### src/rtl/occ_rom_arbiter.sv
// Round-robin arbiter that shares the single rom_Occ read port among NUM_REQ
// FM-index search lanes, with one outstanding access and a per-access timeout.
module occ_rom_arbiter #(
  parameter int unsigned NUM_REQ = 4,
  parameter int unsigned ADDR_W  = 8,
  parameter int unsigned DATA_W  = 32,
  parameter int unsigned TIMEOUT = 15
) (
  input  logic                      clk,
  input  logic                      rst,
  input  logic [NUM_REQ-1:0]        req_i,
  input  logic [NUM_REQ*ADDR_W-1:0] addr_i,
  output logic [NUM_REQ-1:0]        gnt_o,
  output logic [NUM_REQ-1:0]        rvalid_o,
  output logic [NUM_REQ-1:0]        err_o,
  output logic [DATA_W-1:0]         rdata_o,
  output logic                      busy_o,
  output logic                      ce_rom_Occ_o,
  output logic [ADDR_W-1:0]         addr_rom_Occ_o,
  input  logic [DATA_W-1:0]         data_Occ_i,
  input  logic                      data_Occ_valid_i
);

  localparam int unsigned IDW = (NUM_REQ > 1) ? $clog2(NUM_REQ) : 1;

  typedef enum logic [1:0] {IDLE, ACCESS, RESP} state_t;

  state_t             state, state_n;
  logic [7:0]         cnt, cnt_n;
  logic [IDW-1:0]     id, id_n;
  logic [IDW-1:0]     last_grant, last_grant_n;
  logic [IDW-1:0]     sel;
  logic               found;
  int unsigned        idx;

  logic [NUM_REQ-1:0] gnt_n, rvalid_n, err_n;
  logic [DATA_W-1:0]  rdata_n;
  logic               ce_n, busy_n;
  logic [ADDR_W-1:0]  addr_n;

  // Search upward from last_grant+1 with wrap; first hit wins.
  always_comb begin
    found = 1'b0;
    sel   = '0;
    idx   = 0;
    for (int unsigned i = 1; i <= NUM_REQ; i++) begin
      idx = (32'(last_grant) + i) % NUM_REQ;
      if (!found && req_i[idx[IDW-1:0]]) begin
        found = 1'b1;
        sel   = idx[IDW-1:0];
      end
    end
  end

  // Next-state logic also computes the next value of every registered output.
  always_comb begin
    state_n      = state;
    cnt_n        = cnt;
    id_n         = id;
    last_grant_n = last_grant;
    gnt_n        = '0;
    rvalid_n     = '0;
    err_n        = '0;
    rdata_n      = '0;
    ce_n         = 1'b0;
    addr_n       = addr_rom_Occ_o;
    case (state)
      IDLE: begin
        if (found) begin
          id_n       = sel;
          addr_n     = addr_i[sel*ADDR_W +: ADDR_W];
          gnt_n[sel] = 1'b1;
          ce_n       = 1'b1;
          cnt_n      = '0;
          state_n    = ACCESS;
        end
      end
      ACCESS: begin
        ce_n  = 1'b1;
        cnt_n = cnt + 8'd1;
        if (data_Occ_valid_i) begin
          rdata_n      = data_Occ_i;
          rvalid_n[id] = 1'b1;
          ce_n         = 1'b0;
          state_n      = RESP;
        end else if (cnt == 8'(TIMEOUT - 1)) begin
          rdata_n      = '0;
          rvalid_n[id] = 1'b1;
          err_n[id]    = 1'b1;
          ce_n         = 1'b0;
          state_n      = RESP;
        end
      end
      RESP: begin
        last_grant_n = id;
        state_n      = IDLE;
      end
      default: state_n = IDLE;
    endcase
    busy_n = (state_n != IDLE);
  end

  always_ff @(posedge clk or posedge rst) begin
    if (rst) begin
      state          <= IDLE;
      cnt            <= '0;
      id             <= '0;
      last_grant     <= IDW'(NUM_REQ - 1);
      gnt_o          <= '0;
      rvalid_o       <= '0;
      err_o          <= '0;
      rdata_o        <= '0;
      busy_o         <= 1'b0;
      ce_rom_Occ_o   <= 1'b0;
      addr_rom_Occ_o <= '0;
    end else begin
      state          <= state_n;
      cnt            <= cnt_n;
      id             <= id_n;
      last_grant     <= last_grant_n;
      gnt_o          <= gnt_n;
      rvalid_o       <= rvalid_n;
      err_o          <= err_n;
      rdata_o        <= rdata_n;
      busy_o         <= busy_n;
      ce_rom_Occ_o   <= ce_n;
      addr_rom_Occ_o <= addr_n;
    end
  end

endmodule

### config.mk
export PLATFORM = sky130hd
export DESIGN_NAME = occ_rom_arbiter
export DESIGN_NICKNAME = d
export VERILOG_FILES = /design/src/rtl/occ_rom_arbiter.sv
export SDC_FILE = /design/constraint.sdc
export NUM_CORES = 1
export LEC_CHECK = 0
export CAP_MARGIN = 10
export CORE_ASPECT_RATIO = 1.25
export CORE_MARGIN = 2
export CORE_UTILIZATION = 54
export CTS_BUF_LIST = sky130_fd_sc_hd__clkbuf_8
export DETAILED_ROUTE_END_ITERATION = 6
export DONT_BUFFER_PORTS = 1
export GPL_TIMING_DRIVEN = 0
export PLACE_DENSITY = 0.72
export SLEW_MARGIN = 20
export SYNTH_ARGS = -nofsm -noshare
export SYNTH_HDL_FRONTEND = slang
export SYNTH_SLANG_ARGS = --single-unit
### constraint.sdc
create_clock -name clk -period 2.6 [get_ports clk]
set_input_delay 0.78 -clock clk [delete_from_list [all_inputs] [get_ports clk]]
set_output_delay 0.78 -clock clk [all_outputs]
set_load 0.05 [all_outputs]
==> results of run 1 <==
[cell families after synthesis]
kind of cell | count (synthesis) | synth area share
flip-flops | 68 | 0.578
adder cells (fa/ha/maj) | 2 | 0.00848
AND/OR/NAND/NOR | 90 | 0.161
buffers and inverters | 32 | 0.0517
multiplexers | 11 | 0.0377
AO/OA/AOI/OAI | 56 | 0.163
[path summary, 6_finish.rpt]
kind	end	slack, ns	depth (start not counted)	startpoint
setup / recovery	addr_rom_Occ_o[5]	0.51	8	last_grant[1]
hold / removal	rdata_o[8]	0.26	1	rst
setup reg to reg	addr_rom_Occ_o[5]	0.51	8	last_grant[1]
hold reg to reg	cnt[3]	0.50	1	cnt[3]
max in group asynchronous	last_grant[0]	1.76	2	rst
min in group clk	cnt[3]	0.50	1	cnt[3]
[sequential cells by signal, indices dropped and copies added, names as in the netlist]
name and cells:
rdata_o 32, addr_rom_Occ_o 8, cnt 8, err_o 4, gnt_o 4, rvalid_o 4, id 2, last_grant 2
state 2, busy_o 1, ce_rom_Occ_o 1
[through the flow]
stage | util | cell area, um2 | power (mW) | TNS, ns
4_1_cts | 0.603 | 3240 | 3.94 | 0
6_report | 0.603 | 3240 | 3.90 | 0
5_1_grt | 0.603 | 3240 | 4.11 | 0
2_1_floorplan | - | 2950 | 2.93 | 0
3_3_place_gp | 0.565 | 3030 | 3.14 | -35.46
3_5_place_dp | 0.570 | 3060 | 3.17 | 0
[per-layer routing]
metal  track usage  wire length (um)  vias to the layer above
met2         0.342              3260                       70
met4        0.0787                61                        0
li1              -                 -                      939
met3        0.0802               390                        5
met1         0.235              2420                      968
met5             0                 0                        -
[power by group]
part	internal, mW	switching (mW)	leakage [nW]
Sequential	1.30	0.833	0.889
Clock	0.348	0.415	0.0856
Combinational	0.407	0.596	0.603
Total	2.05	1.84	1.58
[area by class of cell]
class	instances	area [um2]
plain buffers	14	85.1
clock buffers	9	124
clock inverters	7	51.3
fillers	468	2130
inverters	18	70.1
multi-input cells	159	1090
flip-flops and latches	68	1700
well taps	64	80.1
repair buffers	1	27.5
[synth_stat cells (3+ instances only)]
cell                       number
sky130_fd_sc_hd__inv_2          3
sky130_fd_sc_hd__nand2_1       14
sky130_fd_sc_hd__nor2b_1        3
sky130_fd_sc_hd__dfrtp_1       66
sky130_fd_sc_hd__o21ai_1       18
sky130_fd_sc_hd__nor2_1        23
sky130_fd_sc_hd__a31oi_1        5
sky130_fd_sc_hd__clkbuf_1       9
sky130_fd_sc_hd__a211oi_2      16
sky130_fd_sc_hd__and3_1        34
sky130_fd_sc_hd__a211oi_1       8
sky130_fd_sc_hd__nand4_1        3
sky130_fd_sc_hd__inv_1         15
sky130_fd_sc_hd__mux2i_1       10
sky130_fd_sc_hd__nand2b_1       3
sky130_fd_sc_hd__nor3_1         3
[critical path, stage by stage, from the launching register on]
cell,delay (ns)
sky130_fd_sc_hd__dfstp_2,0.53
sky130_fd_sc_hd__buf_6,0.13
sky130_fd_sc_hd__mux2i_1,0.28
sky130_fd_sc_hd__o32ai_4,0.19
sky130_fd_sc_hd__a21o_1,0.20
sky130_fd_sc_hd__buf_6,0.15
sky130_fd_sc_hd__buf_12,0.15
sky130_fd_sc_hd__a211oi_2,0.25
sky130_fd_sc_hd__a211oi_2,0.07
==> flow_results.org, run 1 <==
** Die
- Placeable Area :: 5370 um2
- From bottom edge to top edge, the die measures 86.6 um.
- Horiz. Die Dim :: 70.1 um
- 125 I/O pins were placed.
- For this configuration, the core starts out at a cell density of 0.550.
- Number of placement rows :: 30
- Die area :: 6070 um2

** Logic synthesis
- In this run the mean area of a mapped cell was 11.4 um2.
- After synthesis, the cell types taking the most area are sky130_fd_sc_hd__dfrtp_1 56%, sky130_fd_sc_hd__and3_1 7.2%, sky130_fd_sc_hd__a211oi_2 6.8%, sky130_fd_sc_hd__mux2i_1 3.4%, sky130_fd_sc_hd__o21ai_1 3.1%.
- Number of enable-type register cells in the synthesized netlist :: 0
- Netlist area before placement :: 2950 um2
- Flip-flop and latch count after synthesis :: 68
- Share of flip-flops with an asynchronous set or reset :: 1.00
- Synthesized instance count :: 259
- Post-Syn Nets :: 332
- Netlist cell types :: 36
- The share of synthesized area in the top cell type comes to 0.560.
- The biggest area contributor in the post-synthesis netlist is sky130_fd_sc_hd__dfrtp_1.
- Total number of yosys warnings :: 0
- Sequential area share after synthesis :: 0.578
- Top FF cell, synth :: sky130_fd_sc_hd__dfrtp_1

** Run status
- Outcome :: finished clean

** Placed design
- Routability-driven placement finished with a final weighted congestion of 0.773.
- # placed instances :: 324
- Port buffering added 0 buffers.
- Dpl ws :: 0.272 ns
- Sum of net half-perimeters after detailed placement :: 4390 um

** Pwr
- Ratio of total power to cell area :: 1210 nW/um2
- The worst-case IR drop observed on VDD is 532 uV.
- The analysis attributes to cell leakage a power of 1.58 nW.

** Clock network
- Counting the buffers created by CTS gives 9.
- Clock Pin Slew Worst Setup and Hold Paths :: 0.08 ns
- H-tree levels :: 3
- The cell sitting at the root of the clock tree is a sky130_fd_sc_hd__clkbuf_8.
- Buffers inserted to repair hold after CTS numbered 0.
- The clock passes through at most 2 buffers.
- Count of buffers added by post-CTS timing repair for setup :: 0
- Worst-Skew Late Latency :: 0.34 ns
- TritonCTS built the clock tree.
- The clock drives 68 sinks.
- Number of gates resized after cts :: 0

** Global routing
- Number of antenna violations at the first check in global routing :: 0
- Total overflow reported by the global router :: 0
- In the global route stage, overall resource usage came out at 0.203.
- The via count of the first global-routing pass is 1,906.
- Pin count of the biggest net entering global routing :: 46
- Global-route wire length before repair :: 9490 um

** Layout
- Net count of the finished layout :: 344
- The library cell used most frequently in the layout, excluding fill and tap cells, is sky130_fd_sc_hd__dfrtp_1.
- Number of inserted diodes :: 0
- Commonest cells after routing, fill and taps aside :: 66 x sky130_fd_sc_hd__dfrtp_1, 34 x sky130_fd_sc_hd__and3_1, 23 x sky130_fd_sc_hd__nor2_1, 18 x sky130_fd_sc_hd__o21ai_1, 16 x sky130_fd_sc_hd__a211oi_2
- The finished layout holds 340 standard cells, fillers aside.
- From synthesis to final layout, the design area changed by 9.67%.
- Ratio of cells with drive above 1 in the final layout :: 0.174

** Timing
- For the pin with the worst max-slew slack, the measured transition is 0.733 ns.
- Finish-stage setup viols :: 0
- Dividing the final minimum period by the clock period gives 0.806.
- Period minus WS final :: 2.09 ns
- Final hold viol count :: 0
- Min Hold Slack :: 0.262 ns
- Setup repair after global routing left no endpoint under its margin.
- The final count of pins violating max slew is 0.
- The worst pin sits at a relative slew slack of 0.509.
- Across all setup checks in the final design, the least slack found is 0.506 ns.
- On the final layout, the worst clock skew is 0.00879 ns.
- Derived from the worst setup path, the maximum achievable clock frequency is 477 MHz.

** Job
- Maxcap violations :: 0

** Detailed routing
- First-pass iteration count of the detailed router :: 5
- After detailed routing, the number of vias per cell comes to 5.83.
- Total Routed Length :: 6140 um
- DR DRC count :: 0
- The detailed router finished its first iteration with 135 violations.
- Mean routed wirelength per cell :: 18.1 um
- Vias :: 1,982
- Count of antenna-violating nets left after detailed routing :: 0

** Critical path
- Worst path required time :: 2.81 ns
- The worst setup path is captured at a flip-flop.
- Max Fanout on Critical Path :: 10
- Endpoint arrival time on the critical path :: 2.30 ns
- Element type at the critical path start :: flip-flop
- Setup CP Type :: reg2reg

** Hold path
- In this run the worst hold path is classified as in2async.
(Power assumes the default switching activity.)
==> inputs of run 2 (changes only) <==
PLACE_DENSITY = 0.69   (was 0.72)
clock period = 2.1 ns   (was 2.6 ns; I/O delays follow)
==> flow_results.org, run 2 (same netlist as run 1, synthesis figures left out) <==
** Run status
- The flow ran to the end, and the final reports show no timing, DRC or antenna violations.

** Global routing
- Most heavily used metal layer in global routing :: met2
- Number of global-route vias before repair :: 2,055
- Entering global routing, the biggest net connects 31 pins.
- For met2 alone, demand over resource in global routing was 0.352.
- In the global route stage, met3 resource usage came out at 0.0872.
- Met1 Use GR :: 0.212
- In the global route stage, overall resource usage came out at 0.202.
- For this run the aggregate overflow at the end of global routing stands at 0.
- The first global-routing pass estimated 9400 um of wire.
- Number of antenna violations at the first check in global routing :: 0

** Layout
- Number of inserted diodes :: 0
- Commonest cells after routing, fill and taps aside :: 66 x sky130_fd_sc_hd__dfrtp_1, 34 x sky130_fd_sc_hd__and3_1, 23 x sky130_fd_sc_hd__nor2_1, 18 x sky130_fd_sc_hd__o21ai_1, 16 x sky130_fd_sc_hd__a211oi_2
- Fillers :: 459
- The largest registers in the layout are rdata_o x32, addr_rom_Occ_o x8, cnt x8.
- Register with the most flip-flops :: rdata_o
- Registers take 1700 um2.
- The finished cells cover 3330 um2.
- End-of-flow core utilization :: 0.620
- The library cell used most frequently in the layout, excluding fill and tap cells, is sky130_fd_sc_hd__dfrtp_1.
- Ratio of cells with drive above 1 in the final layout :: 0.181
- From synthesis to final layout, the design area changed by 12.8%.
- The register with the most flip-flops in the layout has 32 of them.
- In the final design database the tool counted 346 nets.
- Multi-input logic area :: 1120 um2

** Placed design
- Post-placement cell area :: 3080 um2
- The wire-length estimate of the detail-placed layout is 4360 um.
- The congestion estimate from routability-driven global placement came to 0.740.
- Port Buffer Count :: 0

** Timing
- Setup total negative slack on the finished layout was measured at 0 ns.
- The final count of pins violating max slew came to 0.
- Setup violations remaining at the end of the flow were counted as 0.
- At the pin with the least slew margin, the transition time is 0.642 ns.
- Timing would allow up to 509 MHz.
- For the final database, setup skew stands at 0.00554 ns.
- Post-route fraction of the period consumed by the critical path :: 0.936
- Unrepaired setup endpoints after global routing :: no
- The final number of hold-violating endpoints is 0.
- The worst path needs 1.97 ns of the cycle, external delays included.
- Normalized max-slew margin :: 0.568

** Die
- Number of placement rows :: 30
- During I/O placement, the number of pins put on the boundary was 125.
- Placeable Area :: 5370 um2
- Die area :: 6070 um2
- For this configuration, the core starts out at a cell density of 0.550.
- The die is 86.6 um tall.
- Horiz. Die Dim :: 70.1 um

** Critical path
- Worst path required time :: 2.31 ns
- The startpoint identified for the worst register-to-register timing path is last_grant[1].
- STA classifies the critical path endpoint as a flip-flop.
- Destination of the critical timing path :: addr_rom_Occ_o[4]
- Critical Path Slowest Stage Cell :: sky130_fd_sc_hd__dfstp_2
- Counting cells, the worst reg-to-reg path comes to 8.
- Along the worst path, the maximum fanout reaches 10.
- Setup slack on the worst reg-to-reg path comes out at 0.13 ns.
- Worst path max stage delay :: 0.53 ns
- Reg2reg end :: addr_rom_Occ_o[4]
- Cell Chain, Critical Path :: buf_6 -> mux2i_4 -> o32ai_4 -> a21o_1 -> buf_6 -> buf_12 -> a211oi_2 -> a211oi_2
- The setup path with the least slack is of type reg2reg.
- Data on the critical path arrives at its endpoint at 2.17 ns.
- Element type at the critical path start :: flip-flop
- Startpoint of the worst setup timing path :: last_grant[1]

** Pwr
- Max rail drop VDD :: 911 uV
- Leakage Power :: 1.61 nW
- Switching part of the total power :: 0.446
- Net switching component of the power :: 2.26 mW
- Int Pwr :: 2.81 mW
- The design draws 5.06 mW.
- Sequential power share :: 0.523
- Comb power frac :: 0.250
- Share of total power in the clock network :: 0.227
- Power spread over the standard cell area amounts to 1520 nW/um2.

** Detailed routing
- Count of antenna-violating nets left after detailed routing :: 0
- The detailed router placed 1,989 vias in this run.
- For this run, design rule violations remaining after detail routing come to 0.
- Summed over all layers, the routed wires come to 6000 um.
- Detailed Route Iter0 Violations :: 62
- After detailed routing, the number of vias per cell comes to 5.83.
- The first TritonRoute pass finished after 4 iterations.
- Mean routed wirelength per cell :: 17.6 um

** Job
- Maxcap violations :: 0

** Clock network
- Number of buffers on the longest clock path :: 2
- Clock Pin Slew Worst Setup and Hold Paths :: 0.07 ns
- The clock tree synthesis step divided the H-tree into 3 levels.
- Counting every sink on the clock net gives 68.
- Clock latency on the worst-skew pair, taken at its later pin, is 0.34 ns.
- Cell at the root of the clock tree :: sky130_fd_sc_hd__clkbuf_8
- Number of buffers added by the clock tree synthesis step :: 9
- # hold bufs at CTS :: 0
- TritonCTS clock tree :: done

** Hold path
- The min-delay analysis places its worst path in the category in2async.
-- run 2: cell type report --
cell class	count	area share
buffer	14	0.0256
clock buffer	9	0.0372
clock inverter	6	0.0271
inverter	18	0.0214
multi-input combinational	159	0.336
sequential	68	0.512
tap	64	0.0241
timing repair buffer	3	0.0165
-- run 2: worst max-delay path, delay by kind of cell (launching register included) --
| kind | cells | cell delay, ns |
|---|---|---|
| compound gates | 4 | 0.62 |
| flops | 1 | 0.53 |
| buf+inv | 3 | 0.44 |
| mux | 1 | 0.24 |
-- run 2: worst min-delay path by stage --
stage | start | endpoint | cells past startpoint
after global routing | rst | addr_rom_Occ_o[3] | 1
after global placement | cnt[7] | cnt[7] | 1
after CTS | rst | addr_rom_Occ_o[3] | 1
after detailed placement | cnt[7] | cnt[7] | 1
final | rst | cnt[7] | 1
after floorplan | cnt[7] | cnt[7] | 1
-- run 2: power by group through the flow --
stage	clock (mW)	combinational, mW	sequential, mW
floorplan	0	1.02	2.60
global placement	0	1.21	2.67
detailed placement	0	1.24	2.67
CTS	1.17	1.24	2.65
global route	1.22	1.42	2.69
finish	1.15	1.27	2.65
-- run 2: per-layer routing --
metal,routed length [um],part of all wire,vias up
met5,0,0,-
met4,88,0.015,0
met3,544,0.091,9
met2,3120,0.52,92
met1,2250,0.38,948
li1,-,-,940
-- run 2: through the flow --
stage / hold slack [ns] / worst slack (ns) / instances
CTS: 0.158 / 0.0333 / 340
detailed placement: 0.464 / -0.0494 / 325
global route: 0.156 / 0.0192 / 341
finish: 0.157 / 0.134 / 341
floorplan: 0.441 / 0.166 / 259
global placement: 0.464 / -0.0513 / 323
-- run 2: repair_timing --
item / 4_1_cts / 5_1_grt
setup endpoints to repair: 0 / 8
buffers inserted: 0 / 1
resized for setup: 0 / 4
